==> src/rtl/score_encoder.sv <==
// Score encoder: turns each stored symbol index into a VEC_LEN-entry score vector with the peak at the index.
// Optional feature macro NOISE_EN: replaces the constant background with 7-bit LFSR noise.
module score_encoder #(
  parameter int         TOTAL_VAL = 10,
  parameter int         VEC_LEN   = 32,
  parameter logic [7:0] PEAK      = 8'd255,
  parameter logic [7:0] BG        = 8'd0
) (
  input  logic        CLOCK_50,
  input  logic        reset,
  input  logic        start,
  output logic        finish,
  output logic [9:0]  idx_addr,
  input  logic [7:0]  idx_q,
  output logic [14:0] score_addr,
  output logic [7:0]  score_data,
  output logic        score_wren
);

  localparam int SYM_W = (VEC_LEN > 1) ? $clog2(VEC_LEN) : 1;

  typedef enum logic [3:0] {
    IDLE,
    START,
    RD_IDX,
    RD_WAIT1,
    RD_WAIT2,
    LATCH,
    WR_VEC,
    NEXT,
    FINISH
  } state_t;

  state_t           state_reg;
  logic [9:0]       i_reg;
  logic [SYM_W-1:0] j_reg;
  logic [SYM_W-1:0] sym_reg;
  logic [14:0]      w_base_reg;
  logic [7:0]       bg_value;

  // Only the low SYM_W index bits select a position; the rest are dropped.
  logic unused_idx_bits;
  assign unused_idx_bits = &{1'b0, idx_q};

`ifdef NOISE_EN
  logic [7:0] lfsr_reg;
  logic [7:0] lfsr_next;
  // Right-shifting Galois form of x^8+x^6+x^5+x^4+1.
  assign lfsr_next = {1'b0, lfsr_reg[7:1]} ^ (lfsr_reg[0] ? 8'hB8 : 8'h00);
  assign bg_value  = {1'b0, lfsr_reg[6:0]};
`else
  assign bg_value  = BG;
`endif

  always_ff @(posedge CLOCK_50 or posedge reset) begin
    if (reset) begin
      state_reg  <= IDLE;
      finish     <= 1'b0;
      score_wren <= 1'b0;
      idx_addr   <= '0;
      score_addr <= '0;
      score_data <= '0;
      i_reg      <= '0;
      j_reg      <= '0;
      sym_reg    <= '0;
      w_base_reg <= '0;
`ifdef NOISE_EN
      lfsr_reg   <= 8'hA5;
`endif
    end else begin
      case (state_reg)
        IDLE: begin
          if (start) state_reg <= START;
        end
        START: begin
          finish     <= 1'b0;
          i_reg      <= '0;
          w_base_reg <= '0;
`ifdef NOISE_EN
          lfsr_reg   <= 8'hA5;
`endif
          state_reg  <= RD_IDX;
        end
        RD_IDX: begin
          idx_addr  <= i_reg;
          state_reg <= RD_WAIT1;
        end
        RD_WAIT1: state_reg <= RD_WAIT2;
        RD_WAIT2: state_reg <= LATCH;
        LATCH: begin
          sym_reg   <= idx_q[SYM_W-1:0];
          j_reg     <= '0;
          state_reg <= WR_VEC;
        end
        WR_VEC: begin
          // Outputs are registered, so the RAM commits each entry one cycle later.
          score_wren <= 1'b1;
          score_addr <= w_base_reg + 15'(j_reg);
          score_data <= (j_reg == sym_reg) ? PEAK : bg_value;
          j_reg      <= j_reg + SYM_W'(1);
`ifdef NOISE_EN
          lfsr_reg   <= lfsr_next;
`endif
          if (j_reg == SYM_W'(VEC_LEN - 1)) state_reg <= NEXT;
        end
        NEXT: begin
          score_wren <= 1'b0;
          w_base_reg <= w_base_reg + 15'(VEC_LEN);
          i_reg      <= i_reg + 10'd1;
          state_reg  <= (i_reg == 10'(TOTAL_VAL - 1)) ? FINISH : RD_IDX;
        end
        FINISH: begin
          finish    <= 1'b1;
          state_reg <= IDLE;
        end
        default: state_reg <= IDLE;
      endcase
    end
  end

endmodule

==> config.mk <==
export PLATFORM = sky130hd
export DESIGN_NAME = score_encoder
export DESIGN_NICKNAME = d
export VERILOG_FILES = /design/src/rtl/score_encoder.sv
export SDC_FILE = /design/constraint.sdc
export NUM_CORES = 1
export LEC_CHECK = 0
export ABC_AREA = 1
export CAP_MARGIN = 25
export CORE_MARGIN = 10
export CORE_UTILIZATION = 58
export DETAILED_ROUTE_END_ITERATION = 12
export GPL_ROUTABILITY_DRIVEN = 1
export PLACE_DENSITY = 0.85
export REMOVE_ABC_BUFFERS = 1
export SYNTH_ARGS = -nofsm -noshare
export SYNTH_HDL_FRONTEND = slang
export SYNTH_SLANG_ARGS = --single-unit
export TNS_END_PERCENT = 30
==> constraint.sdc <==
create_clock -name CLOCK_50 -period 2.7 [get_ports CLOCK_50]
set_input_delay 0.405 -clock CLOCK_50 [delete_from_list [all_inputs] [get_ports CLOCK_50]]
set_output_delay 0.405 -clock CLOCK_50 [all_outputs]
set_load 0.005 [all_outputs]
==> Implementation_results.wiki, run 1 <==
{| class="wikitable"
! Metric !! Value
|-
| Run status || complete, no violations
|-
| Pwr dens || 923.5 nW/um^2
|-
| Switching power total || 1278 uW
|-
| Vias/cell || 5.181
|-
| Critical Path Slowest Stage Cell || clkdlybuf4s50_1
|-
| Cell internal power dissipation || 2095 uW
|-
| Final GP Congestion || 0.8231
|-
| Most frequent cells in the layout || 88 x nand2_1, 62 x dfrtp_1, 42 x clkdlybuf4s50_1
|-
| Max incr delay on CP || 0.56 ns
|-
| Worst Setup Start Kind || flop
|-
| Worst endpoint data arrival time || 1.37 ns
|-
| Most flop-heavy register || score_addr
|-
| Sw frac || 0.3788
|-
| Flip-flop and latch count after synthesis || 62
|-
| Largest net degree at the start of global routing || 41
|-
| Total via count after detailed routing || approximately 2.3k
|-
| Count of placed standard cells including taps || roughly 440
|-
| Latest clock arrival within the worst-skew pair || approximately 0.34 ns
|-
| Iter 0 DRT Violations || around 130
|-
| Number of synthesis warnings || 0
|-
| Fin crit share || 0.6559
|-
| Die width || 92.36 um
|-
| Cell at the root of the clock tree || clkbuf_8
|-
| Relative contribution of combinational cells to total power || 0.367
|-
| Row count || 26
|-
| Area share of fa/ha/maj cells after synthesis || 0.02060
|-
| Post-CTS Setup Bufs || 0
|-
| XOR/XNOR Fraction of Synth Area || 0.01154
|-
| Proportion of synthesized chip area in sequential cells || 0.5109
|-
| Combined buffer and inverter count along the critical path || 1
|-
| Critical-path maximum fanout || 9
|-
| Half-perimeter wire length of the detailed placement result || 4386 um
|-
| Io pins || 46
|-
| Final routed wire length divided by cell count || 13.85 um
|-
| Layout cells sized above 1 || 0.1593
|-
| Clock Power Share || 0.232
|-
| Antenna violations before repair || 0
|-
| Number of iterations in the first detailed-routing pass || 4
|-
| Number of flip-flops in the largest register || 15
|-
| Final-report max-slew violation count || 0
|-
| Fin cells || 453
|-
| Met2 wirelength from detailed routing || approximately 3000 um
|-
| Number of buffers added on ports || between 40 and 50
|-
| Element type at the critical path end || output pin
|-
| Nets || between 300 and 400
|-
| Count of unique library cells instantiated by Yosys || 26
|-
| Detail Route met3 WL || 463 um
|-
| Leading cell type in the layout, fill and taps excluded || nand2_1
|-
| Mapped Avg Cell Area || 8.984 um^2
|-
| Crit Path Class || flop to output pin
|-
| GRT overflow || 0
|-
| Overall track demand over capacity in global routing || 0.1593
|-
| Max-cap viol count || 0
|-
| Area growth from synthesis to layout || 20.27%
|-
| Die height || 92.36 um
|-
| Diode insertion count for antenna repair || 0
|-
| CP cell instances || clkdlybuf4s50_1
|-
| Tightest Hold Check Type || primary input to asynchronous set/reset pin
|-
| Die outline area || approximately 8500 um^2
|-
| Cells after synthesis || 338
|-
| Final wirelength || 6275 um
|-
| Global-route wire length before repair || 10960 um
|-
| CTS tree || yes
|-
| Setup TNS Final || 0 ns
|-
| Area of the placeable core || 5107 um^2
|-
| CTS H-tree lvls || 3
|-
| Worst supply voltage drop on vdd || 522.6 uV
|-
| Core Util, Final || 0.7151
|-
| Minimum clock period || 1.771 ns
|-
| Routed Antenna Nets || 0
|-
| Highest metal layer with signal wires || met4
|-
| Relative slew slack || 0.6642
|-
| Buffers from clock root to sink, at most || 2
|-
| Clock-pin slew of the registers on the worst-case setup and hold paths || 0.06 ns
|-
| Count of instances resized after the clock tree is built || 0
|-
| Post-layout instance area || 3652 um^2
|-
| Data required time of the critical path || roughly 2.3 ns
|-
| Skew final || 0.005923 ns
|-
| Initial standard-cell utilization of the core || 0.5946
|-
| Unrepaired setup endpoints after global routing || no
|-
| Total number of clock tree sinks || 62
|-
| Largest family of logic cells by synthesized area || simple AND/OR/NAND/NOR gates
|-
| Share of the synthesized area in compound gates (AO/OA/AOI/OAI) || 0.1248
|-
| Final-report setup violation count || 0
|-
| Clock buffers created by TritonCTS || 9
|-
| Min Hold Slack || 0.4209 ns
|-
| Count of hold-fix buffers inserted at cts || 0
|-
| Part of the total power dissipated in sequential elements || 0.401
|-
| Mapped cell area || 3037 um^2
|-
| Area post-placement || ~3500 um^2
|-
| Post-synthesis mux area share || 0.01483
|-
| # DRC || 0
|-
| Worst slew pin tran || 0.5030 ns
|-
| Endpoints failing hold || 0
|-
| Number of global-route vias before repair || approximately 2.3k
|-
| Leakage power summed over all cells || 0.001762 uW
|-
| Dominant delay contributor by cell family on the critical path || buffers and inverters
|-
| FMAX || 0.5647 GHz
|-
| Met1 wire length || approximately 2700 um
|-
| Simple-gate portion of the synthesized area || 0.2295
|}
layer usage:
layer	GRT usage	vias to the layer above
li1	-	1153
met1	0.1865	1128
met2	0.2541	58
met3	0.05892	8
met4	0.07584	0
met5	0	-
power by group through the flow:
stage / Combinational [uW] / Clock [uW] / Sequential [uW]
2_1_floorplan: 807 / 0 / 1340
4_1_cts: 1260 / 793 / 1350
3_5_place_dp: 1240 / 0 / 1360
6_report: 1240 / 783 / 1350
3_3_place_gp: 1190 / 0 / 1350
5_1_grt: 1410 / 834 / 1390
metrics by stage:
step	setup slack (ns)	power (uW)
2_1_floorplan	0.7536	2147
3_3_place_gp	1.238	2542
3_5_place_dp	1.186	2601
4_1_cts	0.9010	3405
5_1_grt	0.8288	3625
6_report	0.9291	3373
path summary, 6_finish.rpt:
path                                    start  cells after the start  slack [ns]             to
worst min-delay path                    reset                      2        0.42     score_wren
worst max-delay path            score_data[6]                      1        0.93  score_data[6]
worst max register to register   state_reg[2]                      5        1.19       j_reg[4]
min in group CLOCK_50              score_wren                      2        0.47     score_wren
worst min register to register     score_wren                      2        0.47     score_wren
max in group asynchronous               reset                      3        1.70    idx_addr[9]
synthesized netlist by cell type:
library cell | number | area share
o31ai_1 | 1 | 0.0025
nor2_4 | 5 | 0.019
o22ai_2 | 1 | 0.0041
mux2_4 | 3 | 0.015
buf_4 | 8 | 0.020
o21ai_2 | 18 | 0.052
dfrtp_1 | 62 | 0.51
a32o_1 | 1 | 0.0033
nor2_2 | 2 | 0.0041
nand2_4 | 6 | 0.022
o21ai_1 | 6 | 0.0099
a21oi_2 | 1 | 0.0029
nor2_1 | 24 | 0.030
buf_6 | 4 | 0.015
inv_2 | 7 | 0.0087
nand2_1 | 88 | 0.11
inv_1 | 36 | 0.044
a21oi_1 | 3 | 0.0049
xor2_1 | 4 | 0.012
nor3_1 | 3 | 0.0049
o22ai_1 | 6 | 0.012
o21ai_0 | 20 | 0.033
nand3_1 | 20 | 0.033
ha_1 | 5 | 0.021
nand4_1 | 2 | 0.0041
nand2_2 | 2 | 0.0041
cell families after synthesis:
kind of cell	count (synthesis)
XOR/XNOR	4
AO/OA/AOI/OAI	57
adder cells (fa/ha/maj)	5
multiplexers	3
flip-flops	62
AND/OR/NAND/NOR	152
buffers and inverters	55
final cells by class:
cell class | count | area (um^2)
flip-flops and latches | 62 | 1551
fillers | 413 | 1455
multi-input cells | 221 | 1219
repair buffers | 43 | 440.4
clock buffers | 14 | 192.7
inverters | 43 | 161.4
well taps | 70 | 87.58
No activity file was read; power rests on OpenSTA's default activity.
==> run 2, diff against run 1 <==
Settings changed: CORE_UTILIZATION 58 to 54, PLACE_DENSITY 0.85 to 0.8.
Clock period 2.7 ns to 1.7 ns, I/O delays scaled along.
==> Implementation_results.wiki, run 2 (synthesized netlist as in run 1, its figures left out) <==
{| class="wikitable"
! Metric !! Value
|-
| Post-layout instance area || 3725 um^2 (+2.0%)
|-
| Io pins || 46 (unchanged)
|-
| Number of flip-flops in the largest register || 15 (unchanged)
|-
| Final wirelength || 6277 um (about the same)
|-
| R2r worst-path depth || 8 (+3)
|-
| CTS tree || yes
|-
| Destination of the worst register-to-register timing path || i_reg[8]
|-
| Layout cells sized above 1 || 0.1680 (+0.008690)
|-
| Die height || 94.99 um (+2.9%)
|-
| Most flop-heavy register || score_addr
|-
| Fin crit share || 0.9144
|-
| Setup slack of the most critical reg-to-reg path || 0.22 ns (-0.97 ns)
|-
| Unrepaired setup endpoints after global routing || no
|-
| Row count || 27 (+3.8%)
|-
| Antenna violations before repair || 0 (unchanged)
|-
| Sw frac || 0.3620 (-0.01684)
|-
| Element type at the critical path end || output pin
|-
| Leading cell type in the layout, fill and taps excluded || nand2_1
|-
| Max incr delay on CP || 0.53 ns (-0.03 ns)
|-
| Number of buffers added on ports || 42 (unchanged)
|-
| Half-perimeter wire length of the detailed placement result || 4344 um (-0.96%)
|-
| Final GP Congestion || 0.8878 (+7.9%)
|-
| Area of the placeable core || 5473 um^2 (+7.2%)
|-
| Pwr dens || 1522 nW/um^2 (+65%)
|-
| Crit Path Class || flop to output pin
|-
| Tightest Hold Check Type || primary input to asynchronous set/reset pin
|-
| Cell internal power dissipation || 3617 uW (+73%)
|-
| Total number of clock tree sinks || 62 (unchanged)
|-
| Worst Setup Start Kind || flop
|-
| Relative contribution of combinational cells to total power || 0.354 (-0.013)
|-
| Vias/cell || 5.083 (-1.9%)
|-
| RR Startpoint || i_reg[0]
|-
| Latest clock arrival within the worst-skew pair || 0.34 ns (about the same)
|-
| Cell at the root of the clock tree || clkbuf_8
|-
| Routed Antenna Nets || 0 (unchanged)
|-
| Combined buffer and inverter count along the critical path || 1 (unchanged)
|-
| Run status || complete, no violations
|-
| Total number of cells along the worst setup path || 1 (unchanged)
|-
| Number of global-route vias before repair || 2270 (-1.7%)
|-
| Die width || 94.99 um (+2.9%)
|-
| Diode insertion count for antenna repair || 0 (unchanged)
|-
| Largest net degree at the start of global routing || 63 (+54%)
|-
| Critical Path Slowest Stage Cell || clkdlybuf4s50_1
|-
| Number of iterations in the first detailed-routing pass || 4 (unchanged)
|-
| Post-CTS Setup Bufs || 0 (unchanged)
|-
| Final-report max-slew violation count || 0 (unchanged)
|-
| Most frequent cells in the layout || 88 x nand2_1, 61 x dfrtp_1, 42 x clkdlybuf4s50_1
|-
| Overall track demand over capacity in global routing || 0.1486 (-0.01062)
|-
| Area post-placement || 3490 um^2 (+0.87%)
|-
| Buffers from clock root to sink, at most || 2 (unchanged)
|-
| FMAX || 0.6433 GHz
|-
| Die outline area || 9023 um^2 (+5.8%)
|-
| Data required time of the critical path || 1.44 ns (-0.86 ns)
|-
| Switching power total || 2052 uW (+61%)
|-
| # DRC || 0 (unchanged)
|-
| Worst slew pin tran || 0.3382 ns (-0.1649 ns)
|-
| Critical-path maximum fanout || 9 (unchanged)
|-
| Leakage power summed over all cells || 0.001795 uW (+1.9%)
|-
| Clock buffers created by TritonCTS || 9 (unchanged)
|-
| Nets || 398 (+0.51%)
|-
| Min Hold Slack || 0.2944 ns (-0.1266 ns)
|-
| Endpoints failing hold || 0 (unchanged)
|-
| Part of the total power dissipated in sequential elements || 0.379 (-0.022)
|-
| Worst endpoint data arrival time || 1.30 ns (-0.07 ns)
|-
| Final-report setup violation count || 0 (unchanged)
|-
| Clock-pin slew of the registers on the worst-case setup and hold paths || 0.07 ns (about the same)
|-
| GRT overflow || 0 (unchanged)
|-
| Global-route wire length before repair || 10520 um (-4.0%)
|-
| Skew final || 0.007772 ns (+0.001848 ns)
|-
| Worst supply voltage drop on vdd || 903.1 uV (+73%)
|-
| Max-cap viol count || 0 (unchanged)
|-
| Total via count after detailed routing || 2333 (-0.60%)
|-
| Initial standard-cell utilization of the core || 0.5549 (-0.03969)
|-
| Iter 0 DRT Violations || 138 (+3.8%)
|-
| CTS H-tree lvls || 3 (unchanged)
|-
| Clock Power Share || 0.268 (+0.036)
|-
| Dominant delay contributor by cell family on the critical path || buffers and inverters
|-
| Final routed wire length divided by cell count || 13.68 um (-1.3%)
|-
| Minimum clock period || 1.554 ns
|-
| Relative slew slack || 0.7740 (+0.1099)
|-
| Area growth from synthesis to layout || 22.66%
|-
| CP cell instances || clkdlybuf4s50_1
|}
## run 2: cell types whose count changed in the layout (fill, tap and decap cells not counted)
cell / previous run / this run
dfrtp_2: 0 / 1
bufinv_16: 0 / 2
buf_4: 0 / 1
clkbuf_1: 0 / 1
buf_12: 1 / 2
clkinv_2: 0 / 1
clkbuf_8: 14 / 12
dfrtp_1: 62 / 61
## run 2: layer usage
metal,share of wire,GRT usage,wire [um],vias to the layer above
met4,0.017,0.07232,106,0
li1,-,-,-,1159
met5,0,0,0,-
met3,0.072,0.05630,449,8
met2,0.48,0.2403,3005,56
met1,0.43,0.1700,2717,1110
## run 2: area by class of cell
type                            instances  area [um^2]
Fill cell                             444         1748
Sequential cell                        62         1553
Multi-Input combinational cell        221         1219
Timing Repair Buffer                   45        467.9
Clock buffer                           13        168.9
Inverter                               43        161.4
Tap cell                               72        90.09
Clock inverter                          3        65.06
## run 2: timing repair
| action | in CTS | in global routing |
|---|---|---|
| resized for setup | 0 | 1 |
| hold buffers | 0 | 0 |
| endpoints found under the setup margin | 0 | 1 |
## run 2: worst max path at each step
stage                       start             to  slack, ns
global placement         i_reg[0]       i_reg[8]       0.30
finish              score_data[6]  score_data[5]       0.15
detailed placement       i_reg[0]       i_reg[8]       0.26
CTS                 score_data[6]  score_data[5]       0.06
global route             i_reg[0]       i_reg[8]       0.01
floorplan                   reset         finish       -0.1
## run 2: through the flow
stage,instances,setup WS [ns],total power [uW],TNS [ns],utilization
2_1_floorplan,326,-0.09640,3409,-5.977,-
3_3_place_gp,443,0.2961,4124,0,0.6376
3_5_place_dp,443,0.2562,4192,0,0.6376
4_1_cts,459,0.05808,5714,0,0.6804
5_1_grt,459,0.01468,6057,0,0.6806
6_report,459,0.1455,5668,0,0.6806
## run 2: power by group through the flow
stage | registers (uW) | logic [uW] | clock network, uW
after floorplan | 2130 | 1280 | 0
after global placement | 2150 | 1970 | 0
after detailed placement | 2170 | 2030 | 0
after CTS | 2140 | 2040 | 1530
after global routing | 2190 | 2270 | 1590
final | 2150 | 2000 | 1520
